--- src/rtl/mult_pipe.sv ---
// mult_pipe: pipelined RV32M multiplier (MUL/MULH/MULHSU/MULHU).
// Each stage adds one CH-bit chunk of the multiplier times the multiplicand
// into a running 2*XLEN sum. Stages have individual valid/ready flow control
// and branch-mask tracking, so mispredicted work dies wherever it sits.
//
// Handshake: a transfer happens on a rising edge when valid and ready are both
// high in the cycle before it. in_ready is ready of stage 0. Upstream may not
// retract in_valid before the transfer. out_valid/out_* are held stable while
// out_valid && !cdb_en. cdb_en is the ready of the last stage. Within a cycle,
// ready may depend combinationally on cdb_en.
module mult_pipe #(
  parameter int XLEN   = 32,
  parameter int STAGES = 4,
  parameter int TAG_W  = 6,
  parameter int BM_W   = 4
) (
  input  logic                          clock,
  input  logic                          reset,
  input  logic                          in_valid,
  output logic                          in_ready,
  input  logic [1:0]                    in_func,
  input  logic [XLEN-1:0]               in_rs1,
  input  logic [XLEN-1:0]               in_rs2,
  input  logic [TAG_W-1:0]              in_tag,
  input  logic [BM_W-1:0]               in_bm,
  input  logic [BM_W-1:0]               b_mm_resolve,
  input  logic                          b_mm_mispred,
  input  logic                          cdb_en,
  output logic                          out_valid,
  output logic [XLEN-1:0]               out_result,
  output logic [TAG_W-1:0]              out_tag,
  output logic [BM_W-1:0]               out_bm,
  output logic [$clog2(STAGES+1)-1:0]   occupancy
);

  localparam int W2    = 2 * XLEN;
  localparam int CH    = W2 / STAGES;
  localparam int LAST  = STAGES - 1;
  localparam int OCC_W = $clog2(STAGES + 1);

  // Stage registers
  logic [STAGES-1:0] valid_q;
  logic [W2-1:0]     mcand_q  [STAGES];
  logic [W2-1:0]     mplier_q [STAGES];
  logic [W2-1:0]     sum_q    [STAGES];
  logic [1:0]        func_q   [STAGES];
  logic [TAG_W-1:0]  tag_q    [STAGES];
  logic [BM_W-1:0]   bm_q     [STAGES];

  // Upstream source of each stage (stage 0 sources the request port)
  logic [STAGES-1:0] src_valid;
  logic [W2-1:0]     src_mcand  [STAGES];
  logic [W2-1:0]     src_mplier [STAGES];
  logic [W2-1:0]     src_sum    [STAGES];
  logic [1:0]        src_func   [STAGES];
  logic [TAG_W-1:0]  src_tag    [STAGES];
  logic [BM_W-1:0]   src_bm     [STAGES];

  logic [STAGES-1:0] rdy;
  logic [STAGES-1:0] src_kill;
  logic [STAGES-1:0] hold_kill;
  logic [STAGES-1:0] v_nxt;
  logic [W2-1:0]     sum_nxt    [STAGES];
  logic [OCC_W-1:0]  occ_nxt;
  logic [W2-1:0]     mcand_in;
  logic [W2-1:0]     mplier_in;
  logic              rdy_acc;

  // Operand extension: only MULHU treats rs1 as unsigned; MULHSU/MULHU treat rs2 as unsigned
  always_comb begin
    mcand_in  = (in_func == 2'b11) ? {{XLEN{1'b0}}, in_rs1}
                                   : {{XLEN{in_rs1[XLEN-1]}}, in_rs1};
    mplier_in = in_func[1] ? {{XLEN{1'b0}}, in_rs2}
                           : {{XLEN{in_rs2[XLEN-1]}}, in_rs2};
  end

  // Source mux: request port feeds stage 0, stage i-1 feeds stage i
  always_comb begin
    src_valid     = '0;
    src_valid[0]  = in_valid;
    src_mcand[0]  = mcand_in;
    src_mplier[0] = mplier_in;
    src_sum[0]    = '0;
    src_func[0]   = in_func;
    src_tag[0]    = in_tag;
    src_bm[0]     = in_bm;
    for (int i = 1; i < STAGES; i++) begin
      src_valid[i]  = valid_q[i-1];
      src_mcand[i]  = mcand_q[i-1];
      src_mplier[i] = mplier_q[i-1];
      src_sum[i]    = sum_q[i-1];
      src_func[i]   = func_q[i-1];
      src_tag[i]    = tag_q[i-1];
      src_bm[i]     = bm_q[i-1];
    end
  end

  // Ready chain, kill detection, next valids and the per-stage partial-product add.
  // ready_i = !valid_i || ready_(i+1) is flattened into a running OR from the output end.
  always_comb begin
    rdy       = '0;
    src_kill  = '0;
    hold_kill = '0;
    v_nxt     = '0;
    occ_nxt   = '0;
    rdy_acc   = cdb_en;
    for (int i = LAST; i >= 0; i--) begin
      rdy_acc = rdy_acc || !valid_q[i];
      rdy[i]  = rdy_acc;
    end
    for (int i = 0; i < STAGES; i++) begin
      src_kill[i]  = b_mm_mispred && (|(src_bm[i] & b_mm_resolve));
      hold_kill[i] = b_mm_mispred && (|(bm_q[i] & b_mm_resolve));
      v_nxt[i]     = rdy[i] ? (src_valid[i] && !src_kill[i])
                            : (valid_q[i] && !hold_kill[i]);
      occ_nxt      = occ_nxt + OCC_W'(v_nxt[i]);
      sum_nxt[i]   = src_sum[i]
                   + src_mcand[i] * {{(W2-CH){1'b0}}, src_mplier[i][CH-1:0]};
    end
  end

  // Stage registers: load from upstream when ready, otherwise hold; resolved bits clear everywhere
  always_ff @(posedge clock or negedge reset) begin
    if (!reset) begin
      valid_q   <= '0;
      occupancy <= '0;
      for (int i = 0; i < STAGES; i++) begin
        mcand_q[i]  <= '0;
        mplier_q[i] <= '0;
        sum_q[i]    <= '0;
        func_q[i]   <= '0;
        tag_q[i]    <= '0;
        bm_q[i]     <= '0;
      end
    end else begin
      valid_q   <= v_nxt;
      occupancy <= occ_nxt;
      for (int i = 0; i < STAGES; i++) begin
        if (rdy[i]) begin
          mcand_q[i]  <= src_mcand[i] << CH;
          mplier_q[i] <= src_mplier[i] >> CH;
          sum_q[i]    <= sum_nxt[i];
          func_q[i]   <= src_func[i];
          tag_q[i]    <= src_tag[i];
          bm_q[i]     <= src_bm[i] & ~b_mm_resolve;
        end else begin
          bm_q[i]     <= bm_q[i] & ~b_mm_resolve;
        end
      end
    end
  end

  // Output stage: masked combinationally by a resolve landing this cycle
  always_comb begin
    in_ready   = rdy[0];
    out_valid  = valid_q[LAST] && !hold_kill[LAST];
    out_result = (func_q[LAST] == 2'b00) ? sum_q[LAST][XLEN-1:0]
                                         : sum_q[LAST][W2-1:XLEN];
    out_tag    = tag_q[LAST];
    out_bm     = bm_q[LAST] & ~b_mm_resolve;
  end

endmodule

--- config.mk ---
export PLATFORM = sky130hd
export DESIGN_NAME = mult_pipe
export DESIGN_NICKNAME = d
export VERILOG_FILES = /design/src/rtl/mult_pipe.sv
export SDC_FILE = /design/constraint.sdc
export NUM_CORES = 2
export LEC_CHECK = 0
export ABC_AREA = 1
export CAP_MARGIN = 30
export CORE_MARGIN = 4
export CORE_UTILIZATION = 45
export CTS_CLUSTER_SIZE = 25
export DETAILED_ROUTE_END_ITERATION = 8
export PLACE_DENSITY = 0.65
export SLEW_MARGIN = 20
export SYNTH_ARGS = -nofsm -noshare
export SYNTH_HDL_FRONTEND = slang
export SYNTH_SLANG_ARGS = --single-unit
--- constraint.sdc ---
create_clock -name clock -period 19.2 [get_ports clock]
set_input_delay 3.84 -clock clock [delete_from_list [all_inputs] [get_ports clock]]
set_output_delay 3.84 -clock clock [all_outputs]
set_load 0.05 [all_outputs]
# Word-level counts from Yosys, hierarchy flattened
# Index checks and enable logic that the tools add are counted.
[word_totals] ff_bits=503 input_bits=85 out_inout_bits=47 wordCells=86
[op_classes] addsub=6 mul=4 eq_ne=1 n_mux=11 n_bitwise=11 n_reduce_logical=29
[op_table] cell="$add 64x64->64" count=3
[op_table] cell="$mux 64" count=2
[op_table] cell="$mul 64x16->64" count=1
[op_table] cell="$mul 48x16->48" count=1
[op_table] cell="$and 4x4->4" count=10
[op_table] cell="$mul 32x16->32" count=1
[op_table] cell="$mux 32" count=1
[op_table] cell="$reduce_or 4->1" count=5
[op_table] cell="$mul 16x16->16" count=1
[op_table] cell="$mux 4" count=4
[op_table] cell="$logic_and 1x1->1" count=10
[op_table] cell="$logic_not 1->1" count=9
[op_table] cell="$logic_or 1x1->1" count=4
[op_table] cell="$mux 1" count=4
[op_table] cell="$not 4->4" count=1
[op_table] cell="$add 2x1->3" count=1
[op_table] cell="$add 3x1->3" count=1
[op_table] cell="$add 1x1->2" count=1
[op_table] cell="$eq 2x2->1 const B" count=1
[op_table] cell="$logic_not 2->1" count=1

# Longest topological paths before layout
[depth] word_depth=9 depth_mapped=43 depth_no_buf=41

# Worst setup path after synthesis
# OpenSTA, ideal clock, no wires.
[synth_timing] path_kind="input to register" start="input port in_rs1[31]" end="register sum_q (netlist bit src_sum[179])" setup_ns=0.117 arrival_time_ns=9.400 required_time_ns=19.083 path_slack_ns=9.683 stages=25 path_buffers=2 cell_sequence="clkbuf_1 clkbuf_1 nand2_1 nor2_1 fa_1 fa_1 inv_1 fa_1 inv_1 fa_1 fa_1 inv_1 fa_1 inv_1 ha_1 nand2_1 nor2_1 inv_1 nor2_1 nand2_1 or2_2 nand3_1 nand2_1 nand3_1 nand2_1"
[synth_between] elab_chain_cells=2
[synth_lines] element="start, declared" line_no="22" source="input logic [XLEN-1:0] in_rs1,"
[synth_lines] element="$mux 64" line_no="71" source="mcand_in = (in_func == 2'b11) ? {{XLEN{1'b0}}, in_rs1}"
[synth_lines] element="$mul 64x16->64" line_no="118" source="+ src_mcand[i] * {{(W2-CH){1'b0}}, src_mplier[i][CH-1:0]};"
[synth_lines] element="end signal, assigned by index" line_no="142" source="sum_q[i] <= sum_nxt[i];"
[synth_lines] element="end, declared" line_no="45" source="logic [W2-1:0] sum_q [STAGES];"
# No other way between the ends.
# A chain may end at the register's enable or synchronous reset.

# Worst setup path in the final report
[layout_timing] start="input port cdb_en" end="output port in_ready"
[layout_between] elab_chain_cells=4
[layout_lines] element="start, declared" line_no="28" source="input logic cdb_en,"
[layout_lines] element="$logic_or 1x1->1 (4 in series)" line_no="108" source="rdy_acc = rdy_acc || !valid_q[i];"
[layout_lines] element="end, declared" line_no="20" source="output logic in_ready,"
# No other way between the ends.

==> run_results.csv <==
group,metric,value,unit
sta,worstMarginPinSlew,1.08,ns
critical_path,startpoint_type,"primary input",
synth,yosys_warnings,0,
clock_tree,clkSinkCount,411,
synth,ys_seq_area_share,14.9,%
layout,layout.nets,10561,
critical_path,r2r_setup_slack,10.62,ns
layout,layout.cells.non_filler,10899,
clock_tree,cts.hold.buffers_added,0,
clock_tree,root_buffer,"clkbuf_16",
hold_path,hold_start,"src_sum[13]",
clock_tree,clk_pin_slew_worst_paths,0.06,ns
clock_tree,numCtsBuffers,48,
clock_tree,postCtsSetupBuffers,0,
clock_tree,cts_tree,"built",
detailed_routing,drc,0,
synth,synth_area_per_cell,7.77,um2
floorplanning,die_area,0.160,mm2
placed_design,dpl_cell_area,0.0724,mm2
sta,hold_viol_final,0,
synth,syn_inst,8891,
detailed_routing,ant_nets,0,
floorplanning,die_w,400,um
detailed_routing,via_count,56130,
synth,syn-num-nets,10623,
placed_design,port_buffers,131,
sta,finalSetupViolations,0,
critical_path,critPathRequiredTime,15.36,ns
synth,async_flop_share,100,%
hold_path,holdCritPathClass,"reg -> reg",
synth,synth_seq_cells,411,
detailed_routing,routed_wl,209,mm
detailed_routing,vias_per_cell,5.15,
clock_tree,htreeDepth,2,
global_route,grt_max_degree,99,
critical_path,reg2reg_from,"mcand_q[215]",
layout,regArea,0.0103,mm2
synth,synth_edf_count,0,
placed_design,place_inst,10804,
sta,timing.final.crit_share,59.2,%
sta,fin_skew,0.0378,ns
detailed_routing,wl_per_cell,19.2,um
sta,max_freq,88.0,MHz
clock_tree,clock_latency,0.65,ns
floorplanning,design.core.area,0.152,mm2
run_status,status,"complete, no violations",
clock_tree,clock_path_buffers,3,
sta,finalSetupTns,0,ns
critical_path,endpoint_kind,"output port",
global_route,gr-total-overflow,0,
floorplanning,initial_core_util,45.4,%
synth,synth.distinct_cells,56,
placed_design,place_congestion,0.967,
critical_path,cp_max_fo,63,
layout,final_core_util,48.6,%
layout,fillers,14979,
layout,area_growth,7.20,%
layout,multi_input_area,0.0496,mm2
critical_path,worst-setup-path-type,"in -> out",
synth,synth_area,0.0691,mm2
sta,relSlewSlack,27.5,%
sta,finalCriticalPeriod,11.37,ns
critical_path,cp.arrival,7.53,ns
floorplanning,die_y,400,um
job,drv_cap,0,
sta,drv_slew,0,
global_route,grt_usage,26.7,%
detailed_routing,drt-pass1-iter-count,8,
floorplanning,io-pin-count,132,
layout,fin_area,0.0741,mm2
clock_tree,cts-resized-gates,0,
global_route,grt_pass1_vias,59044,
synth,synth-main-ff-cell,"dfrtp_1",
global_route,grt_pass1_wl,333,mm
floorplanning,num_rows,143,
critical_path,crit_path_start,"cdb_en",
placed_design,post-dp-hpwl,171,mm
sta,rsz0062_at_grt,"no",
layout,drive_gt1_share,2.77,%
global_route,antenna_found_initial,6,
detailed_routing,drt_iter0_drc,3708,
-- layer usage --
layer | global-route usage (%) | wire (um) | up-vias
li1 | - | - | 25988
met1 | 36.0 | 88700 | 28015
met2 | 44.8 | 100000 | 1750
met3 | 3.03 | 11600 | 373
met4 | 9.36 | 8410 | 4
met5 | 0 | 29 | -
-- Yosys cell counts (all sizes together), types with 18 or more instances --
cell	n	share of area [%]
xnor2	67	0.85
o21bai	31	0.35
ha	365	6.6
nand3	239	1.8
buf	67	0.42
dfrtp	411	15
o21ai	337	2.5
nor3	43	0.33
a21boi	22	0.25
nor2	417	2.3
fa	1282	37
clkbuf	274	1.5
nand2	2634	14
a21o	18	0.20
inv	2107	11
or2	26	0.24
xor2	74	0.94
o21a	18	0.20
a31oi	53	0.48
a21oi	292	2.1
nand4	43	0.39
-- critical path, stage by stage --
cell and delay, ns:
clkdlybuf4s50_1 0.44, nor2_4 0.10, buf_4 0.52, nand2_2 0.18, nor2_4 0.35, clkinv_2 0.52
nor2_8 0.62, inv_4 0.18, clkdlybuf4s50_1 0.75
-- path summary, 6_finish.rpt --
path | endpoint | cells past startpoint
worst max register to register | src_sum[119] | 34
worst min-delay path | sum_q[13] | 2
max in group asynchronous | mcand_q[236] | 4
worst max-delay path | in_ready | 9
min in group asynchronous | src_sum[51] | 1
worst min register to register | sum_q[13] | 2
-- metrics by stage --
stage	worst slack (ns)	hold slack, ns
3_3_place_gp	7.83	0.452
6_report	7.83	0.467
2_1_floorplan	9.68	0.442
5_1_grt	7.49	0.491
4_1_cts	7.78	0.467
3_5_place_dp	7.79	0.452
-- state kept, by name, indices dropped and copies added (netlist names) --
| signal | count |
|---|---|
| mplier_q | 19 |
| out_tag | 6 |
| bm_q | 16 |
| src_sum | 192 |
| mcand_q | 81 |
| func_q | 8 |
| valid_q | 4 |
| src_tag | 18 |
| sum_q | 64 |
| occupancy | 3 |
-- cells in the final DEF (no fill, tap or decap), types with 127 or more instances in the layout --
master,netlist,layout
nand2_1,2628,2627
inv_1,2102,2101
fa_1,1282,1282
dfrtp_1,411,411
nor2_1,411,410
ha_1,365,365
o21ai_0,316,316
a21oi_1,289,289
nand3_1,236,236
clkdlybuf4s50_1,0,127
-- cell type report --
class	instances	share of cell area (%)
repair buffers	229	2.89
clock buffers	64	1.81
clock inverters	24	0.338
flip-flops and latches	411	13.9
well taps	2030	3.43
diodes	2	0.00676
inverters	2109	10.7
multi-input cells	6030	66.9
-- logic make-up (layout without fill, tap and decap cells) --
| logic type | Yosys count | after routing | share of synthesized area, % |
|---|---|---|---|
| buffers and inverters | 2450 | 2426 | 13.4 |
| XOR/XNOR | 141 | 141 | 1.79 |
| adder cells (fa/ha/maj) | 1647 | 1647 | 43.8 |
| AO/OA/AOI/OAI | 806 | 806 | 6.48 |
| flip-flops | 411 | 411 | 14.9 |
| AND/OR/NAND/NOR | 3436 | 3436 | 19.7 |
| other | 0 | 2 | 0 |
Power is not shown: default switching activity piles up to over one toggle a cycle in this logic, so the estimate is an artifact.
